==> src/rtl/eflags_wb_if.sv <==
// Execute/writeback flag-update bus between the issuing stage and eflags_wb.
// The master drives execute-side requests and memory data; the slave returns flags and status.
interface eflags_wb_if;
  logic        ex_valid;
  logic        wb_stall;
  logic        ex_ready;
  logic        flush;
  logic [5:0]  alu1_flags;
  logic [5:0]  cmps_flags;
  logic [5:0]  ld_flags;
  logic        ld_df;
  logic        df_val_ex;
  logic        cmps_start;
  logic        mem_rd_valid;
  logic [31:0] mem_out;
  logic [31:0] mem_out_latched;
  logic        cmps_busy;
  logic [31:0] eflags;
  logic        CF_out;
  logic        AF_out;
  logic        DF_out;

  modport master (
    output ex_valid, wb_stall, flush, alu1_flags, cmps_flags, ld_flags,
           ld_df, df_val_ex, cmps_start, mem_rd_valid, mem_out,
    input  ex_ready, mem_out_latched, cmps_busy, eflags, CF_out, AF_out, DF_out
  );

  modport slave (
    input  ex_valid, wb_stall, flush, alu1_flags, cmps_flags, ld_flags,
           ld_df, df_val_ex, cmps_start, mem_rd_valid, mem_out,
    output ex_ready, mem_out_latched, cmps_busy, eflags, CF_out, AF_out, DF_out
  );
endinterface

==> src/rtl/eflags_wb.sv <==
// Architectural EFLAGS register with masked ALU writeback and a two-read CMPS sequencer.
// State table:  IDLE | no CMPS in flight ;  WAIT_A | awaiting first operand ;  WAIT_B | awaiting second read, then flag write
module eflags_wb (
  input  logic        clk,
  input  logic        rst,
  eflags_wb_if.slave  bus
);

  typedef enum logic [1:0] {IDLE, WAIT_A, WAIT_B} state_t;

  state_t      state_q;
  logic [5:0]  flags_q;          // {OF,SF,ZF,AF,PF,CF}
  logic        df_q;
  logic [5:0]  mask_q;
  logic [31:0] mem_out_latched_q;

  logic        cmps_busy;
  logic        ex_ready;
  logic        accept;
  logic [5:0]  flags_alu_d;
  logic [5:0]  flags_cmps_d;

  assign cmps_busy    = (state_q != IDLE);
  assign ex_ready     = !bus.wb_stall && !cmps_busy;
  assign accept       = bus.ex_valid && ex_ready;
  assign flags_alu_d  = (flags_q & ~bus.ld_flags) | (bus.alu1_flags & bus.ld_flags);
  assign flags_cmps_d = (flags_q & ~mask_q) | (bus.cmps_flags & mask_q);

  always_ff @(posedge clk or posedge rst) begin
    if (rst) begin
      state_q           <= IDLE;
      flags_q           <= '0;
      df_q              <= 1'b0;
      mask_q            <= '0;
      mem_out_latched_q <= '0;
    end else if (bus.flush) begin
      state_q <= IDLE;
    end else begin
      case (state_q)
        IDLE: begin
          if (accept) begin
            if (bus.ld_df) df_q <= bus.df_val_ex;
            if (bus.cmps_start) begin
              mask_q  <= bus.ld_flags;
              state_q <= WAIT_A;
            end else begin
              flags_q <= flags_alu_d;
            end
          end
        end
        WAIT_A: begin
          if (bus.mem_rd_valid) begin
            mem_out_latched_q <= bus.mem_out;
            state_q           <= WAIT_B;
          end
        end
        WAIT_B: begin
          // A stalled writeback holds the compare result even if the read has arrived.
          if (bus.mem_rd_valid && !bus.wb_stall) begin
            flags_q <= flags_cmps_d;
            state_q <= IDLE;
          end
        end
        default: state_q <= IDLE;
      endcase
    end
  end

  assign bus.ex_ready        = ex_ready;
  assign bus.cmps_busy       = cmps_busy;
  assign bus.mem_out_latched = mem_out_latched_q;
  assign bus.eflags = {20'b0, flags_q[5], df_q, 2'b0, flags_q[4], flags_q[3], 1'b0,
                       flags_q[2], 1'b0, flags_q[1], 1'b1, flags_q[0]};
  assign bus.CF_out = flags_q[0];
  assign bus.AF_out = flags_q[2];
  assign bus.DF_out = df_q;

endmodule

==> src/flat_wrapper.sv <==
// flat-port wrapper written by rule: the top's interface ports become plain ports
module eflags_wb_flat 
  (clk, rst, bus_ex_valid, bus_wb_stall, bus_flush, bus_alu1_flags, bus_cmps_flags, bus_ld_flags, bus_ld_df, bus_df_val_ex, bus_cmps_start, bus_mem_rd_valid, bus_mem_out, bus_ex_ready, bus_mem_out_latched, bus_cmps_busy, bus_eflags, bus_CF_out, bus_AF_out, bus_DF_out);
  eflags_wb_if bus_i ();
  input  logic clk;
  input  logic rst;
  input wire logic [$bits(bus_i.ex_valid)-1:0] bus_ex_valid;
  input wire logic [$bits(bus_i.wb_stall)-1:0] bus_wb_stall;
  input wire logic [$bits(bus_i.flush)-1:0] bus_flush;
  input wire logic [$bits(bus_i.alu1_flags)-1:0] bus_alu1_flags;
  input wire logic [$bits(bus_i.cmps_flags)-1:0] bus_cmps_flags;
  input wire logic [$bits(bus_i.ld_flags)-1:0] bus_ld_flags;
  input wire logic [$bits(bus_i.ld_df)-1:0] bus_ld_df;
  input wire logic [$bits(bus_i.df_val_ex)-1:0] bus_df_val_ex;
  input wire logic [$bits(bus_i.cmps_start)-1:0] bus_cmps_start;
  input wire logic [$bits(bus_i.mem_rd_valid)-1:0] bus_mem_rd_valid;
  input wire logic [$bits(bus_i.mem_out)-1:0] bus_mem_out;
  output wire logic [$bits(bus_i.ex_ready)-1:0] bus_ex_ready;
  output wire logic [$bits(bus_i.mem_out_latched)-1:0] bus_mem_out_latched;
  output wire logic [$bits(bus_i.cmps_busy)-1:0] bus_cmps_busy;
  output wire logic [$bits(bus_i.eflags)-1:0] bus_eflags;
  output wire logic [$bits(bus_i.CF_out)-1:0] bus_CF_out;
  output wire logic [$bits(bus_i.AF_out)-1:0] bus_AF_out;
  output wire logic [$bits(bus_i.DF_out)-1:0] bus_DF_out;
  assign bus_i.ex_valid = bus_ex_valid;
  assign bus_i.wb_stall = bus_wb_stall;
  assign bus_i.flush = bus_flush;
  assign bus_i.alu1_flags = bus_alu1_flags;
  assign bus_i.cmps_flags = bus_cmps_flags;
  assign bus_i.ld_flags = bus_ld_flags;
  assign bus_i.ld_df = bus_ld_df;
  assign bus_i.df_val_ex = bus_df_val_ex;
  assign bus_i.cmps_start = bus_cmps_start;
  assign bus_i.mem_rd_valid = bus_mem_rd_valid;
  assign bus_i.mem_out = bus_mem_out;
  assign bus_ex_ready = bus_i.ex_ready;
  assign bus_mem_out_latched = bus_i.mem_out_latched;
  assign bus_cmps_busy = bus_i.cmps_busy;
  assign bus_eflags = bus_i.eflags;
  assign bus_CF_out = bus_i.CF_out;
  assign bus_AF_out = bus_i.AF_out;
  assign bus_DF_out = bus_i.DF_out;
  eflags_wb u_core (.clk(clk), .rst(rst), .bus(bus_i));
endmodule
==> config.mk <==
export PLATFORM = sky130hd
export DESIGN_NAME = eflags_wb_flat
export DESIGN_NICKNAME = d
export VERILOG_FILES = /design/src/rtl/eflags_wb_if.sv /design/src/rtl/eflags_wb.sv /design/src/flat_wrapper.sv
export SDC_FILE = /design/constraint.sdc
export NUM_CORES = 1
export LEC_CHECK = 0
export CORE_MARGIN = 4
export CORE_UTILIZATION = 35
export DETAILED_ROUTE_END_ITERATION = 12
export PLACE_DENSITY = 0.73
export SYNTH_ARGS = -nofsm -noshare
export SYNTH_HDL_FRONTEND = slang
export SYNTH_SLANG_ARGS = --single-unit
==> constraint.sdc <==
create_clock -name clk -period 4.1 [get_ports clk]
set_clock_uncertainty 0.1 [all_clocks]
set_input_delay 0.615 -clock clk [delete_from_list [all_inputs] [get_ports clk]]
set_output_delay 0.615 -clock clk [all_outputs]
set_load 0.02 [all_outputs]
**Word level (Yosys, flattened, before mapping)**

Cells that the tools add are included.

- Output and inout bits: 69
- Bits in registers: 47
- Input bits: 59
- Logic and storage cells: 46

- Reductions and logical operators: 13
- Mux-type cells: 10
- Bitwise operators: 9
- Eq/ne operators: 9

Operators by type and width:

| kind | number |
|---|---|
| $and A6 B6 Y6 | 4 |
| $mux W6 | 3 |
| $not A6 Y6 | 2 |
| $or A6 B6 Y6 | 2 |
| $pmux W6 S2 | 1 |
| $reduce_and A4 Y1 | 3 |
| $mux W2 | 5 |
| $ne A3 B2 Y1 const B | 2 |
| $ne A3 B3 Y1 const B | 2 |
| $pmux W2 S3 | 1 |
| $reduce_and A5 Y1 | 1 |
| $ne A2 B1 Y1 const B | 2 |
| $reduce_bool A2 Y1 | 2 |
| $logic_and A1 B1 Y1 | 3 |
| $reduce_and A3 Y1 | 1 |
| $eq A2 B1 Y1 const B | 1 |
| $eq A2 B2 Y1 const B | 1 |
| $logic_not A1 Y1 | 2 |
| $logic_not A2 Y1 | 1 |
| $ne A2 B2 Y1 const B | 1 |
| $not A1 Y1 | 1 |

**Longest topological paths before layout**

- Depth in word-level cells: 7
- Gate-level depth with buffers: 6
- Depth with buffers taken out: 4

**Worst setup path before layout**

OpenSTA, ideal clock, no wires.

- Kind: input -> output
- Start: input bus_wb_stall
- End: output bus_ex_ready
- Buffers on the path: 0
- Data required time: 3.385 ns
- Cell stages on the path: 1
- Path slack: 2.315 ns
- Arrival time: 1.070 ns
- Cell sequence: nor3_1

- Word-level cells in the longest chain between the ends: 2

RTL lines:

| item | line | source |
|---|---|---|
| start: declaration | flat_wrapper.sv:8 | `input wire logic [$bits(bus_i.wb_stall)-1:0] bus_wb_stall;` |
| $logic_not A1 Y1 | eflags_wb.sv:24 | `assign ex_ready = !bus.wb_stall && !cmps_busy;` |
| $logic_and A1 B1 Y1 | eflags_wb.sv:24 |  |
| end: declaration | flat_wrapper.sv:18 | `output wire logic [$bits(bus_i.ex_ready)-1:0] bus_ex_ready;` |

Every way passes these cells.

**Worst setup path after layout**

Same ends and word-level chain as after synthesis.

==> results.toml <==
[run_status]
outcome = "completed"

[timing]
slew_viol_final = 0
finalCritPeriodShare_pct = 62.5
max_slew.worst_pin.slew_ns = 0.977
relSlewSlack_pct = 34.8
setup_ws_ns = 1.54
fin_setup_tns_ns = 0
hold_violations = 0
rsz0062_at_grt = "no"
period_needed_ns = 2.56
fmax_ghz = 0.390
finalSetupViolations = 0

[logic_synthesis]
synth-edff-count = 0
syn_area_sq_um = 2360
synth-xor-area-share_pct = 0
synth_compound_area_share_pct = 4.60
synth_adder_area_share_pct = 0
async_reset_ff_share_pct = 100
synth_top_area_cell = "dfrtp_1"
synth.top_cell.area_share_pct = 49.7
ys_seq_area_share_pct = 49.7
avgSynthCellArea_sq_um = 13.4
synth_top_family_by_area = "multiplexers"
ys_types = 26
synth_simple_gate_area_share_pct = 8.31
muxShareOfSynthArea_pct = 25.9
synth_seq_cells = 47
yosys_warnings = 0
yosys-top-cells-area = "dfrtp_1 (50%), mux2_4 (19%), buf_4 (8.9%), mux2_2 (4.3%), mux2i_1 (2.5%)"
netlist_instances = 177
ys.flop_type = "dfrtp_1"

[setup_path]
crit_chain = "clkdlybuf4s50_1, nor3_1, clkdlybuf4s50_1"
slowest_stage = "clkdlybuf4s50_1"
worst_setup_path_end_kind = "output pin"
path_common_cell = "clkdlybuf4s50_1"
cp_max_fo = 4
required_ns = 3.38
worstPathArrival_ns = 1.85
crit_buf_inv = 2
critPathMaxStageDelay_ns = 0.63
path_delay_family = "buffers and inverters"
crit_type = "input pin to output pin"
start_kind = "input pin"

[floorplanning]
die_x_um = 90.2
start_util_pct = 36.6
ios = 128
die_area_sq_um = 8140
rows = 29
core_sq_um = 6460
dieHeight_um = 90.2

[clock_tree]
numCtsBuffers = 5
cts_setup_buffers = 0
clock_latency_ns = 0.29
cts_tree = "done"
root_buffer = "clkbuf_8"
holdBufCountCts = 0
clkTransAtPathRegs_ns = 0.09
cts_resized = 0
clockBufferDepth = 2
cts_num_sinks = 47
h-tree-depth = 2

[placement]
dp_slack_ns = 1.53
portBuffers = 102
place.gp.congestion = 0.708
dpl.hpwl_um = 4130

[grt]
grt_use_met1_pct = 14.7
use_met2_pct = 22.2
grt_overflow = 0
antenna_found_initial = 0
grt_pass1_wl_um = 8760
grt_start_max_net_pins = 48
grtUsageMet3_pct = 7.51
first_global_vias = 1743
grt_use_total_pct = 13.3
busiest_layer = "met2"

[power]
pwr-share-seq_pct = 40.8
total_power_mw = 1.63
powerDensity_nw_per_um2 = 477
switching_share_pct = 31.9
p_sw_uw = 519
vdd_drop_max_mv = 0.277
p_leak_nw = 1.51
power.internal_mw = 1.11
power_frac_comb_pct = 41.4
clock_power_share_pct = 17.8

[cells_and_area]
area_growth_pct = 44.6
antenna_cells = 0
final_cell_mix = "clkdlybuf4s50_1 (102), dfrtp_1 (47), mux2_4 (30)"
drive_gt1_share_pct = 18.0
mostFrequentLayoutCell = "clkdlybuf4s50_1"
nNetsFinal = 336

[detailed_routing]
drc = 0
route.vias.total = 1659
vias_per_cell = 4.67
drt-pass1-iter-count = 4
avgRoutedWirePerCell_um = 15.4
routed_wl_um = 5450
ant_nets = 0
drt-initial-drc-count = 36

[hold_path]
hp-class = "flip-flop to flip-flop"

[flow_run]
maxCapViolCount = 0
-- per-layer routing --
layer | vias to the layer above | part of all wire [%]
met2 | 88 | 47
li1 | 764 | -
met5 | - | 0
met1 | 801 | 39
met4 | 0 | 0.92
met3 | 6 | 13
-- worst register-to-register path, stage by stage (launching register included) --
cell and delay (ns):
dfrtp_1 0.44, inv_2 0.09, nor4b_4 0.26, buf_4 0.51, mux2_2 0.41
-- layout make-up --
| cell class | count | area, sq um |
|---|---|---|
| repair buffers | 103 | 1030 |
| clock buffers | 7 | 86.3 |
| flip-flops and latches | 47 | 1180 |
| fillers | 572 | 3040 |
| well taps | 77 | 96.3 |
| clock inverters | 1 | 8.76 |
| multi-input cells | 117 | 1010 |
| inverters | 3 | 11.3 |
-- final timing paths --
| check | startpoint | to | slack [ns] | depth (start not counted) |
|---|---|---|---|---|
| worst min-delay path | u_core.bus.mem_out_latched[11] | u_core.bus.mem_out_latched[11] | 0.41 | 1 |
| worst min register to register | u_core.bus.mem_out_latched[11] | u_core.bus.mem_out_latched[11] | 0.41 | 1 |
| min in group asynchronous | rst | u_core.bus.mem_out_latched[16] | 0.76 | 2 |
| worst max register to register | u_core.state_q[0] | u_core.bus.mem_out_latched[22] | 2.19 | 4 |
| max in group asynchronous | rst | asynchronous set/reset pin | 2.53 | 2 |
| worst max-delay path | bus_wb_stall | bus_ex_ready | 1.54 | 3 |
-- synthesized netlist by cell type (all sizes together) (3+ instances only) --
library cell	count
nand3b	6
nor3	7
nand2b	7
mux2	39
inv	3
dfrtp	47
nor2	4
a2bb2oi	6
o21ai	7
buf	32
mux2i	6
-- power groups by stage --
stage	clock (mW)	sequential, mW	combinational [mW]
after floorplan	0	0.794	0.246
after CTS	0.305	0.666	0.683
after global routing	0.322	0.682	0.713
after detailed placement	0	0.667	0.685
final	0.289	0.665	0.675
after global placement	0	0.668	0.673
-- cells by family after synthesis --
| kind of cell | count (synthesis) |
|---|---|
| AO/OA/AOI/OAI | 16 |
| other | 2 |
| AND/OR/NAND/NOR | 31 |
| multiplexers | 45 |
| buffers and inverters | 36 |
| flip-flops | 47 |
-- metrics by stage --
step	cells	hold WS, ns	cell area (sq um)	utilization, %
CTS	355	0.420	3420	52.9
detailed placement	347	0.396	3320	51.5
global placement	347	0.392	3320	51.5
global route	355	0.437	3420	52.9
floorplan	200	0.403	2450	-
finish	355	0.414	3420	52.9
No activity file was read; power rests on OpenSTA's default activity.
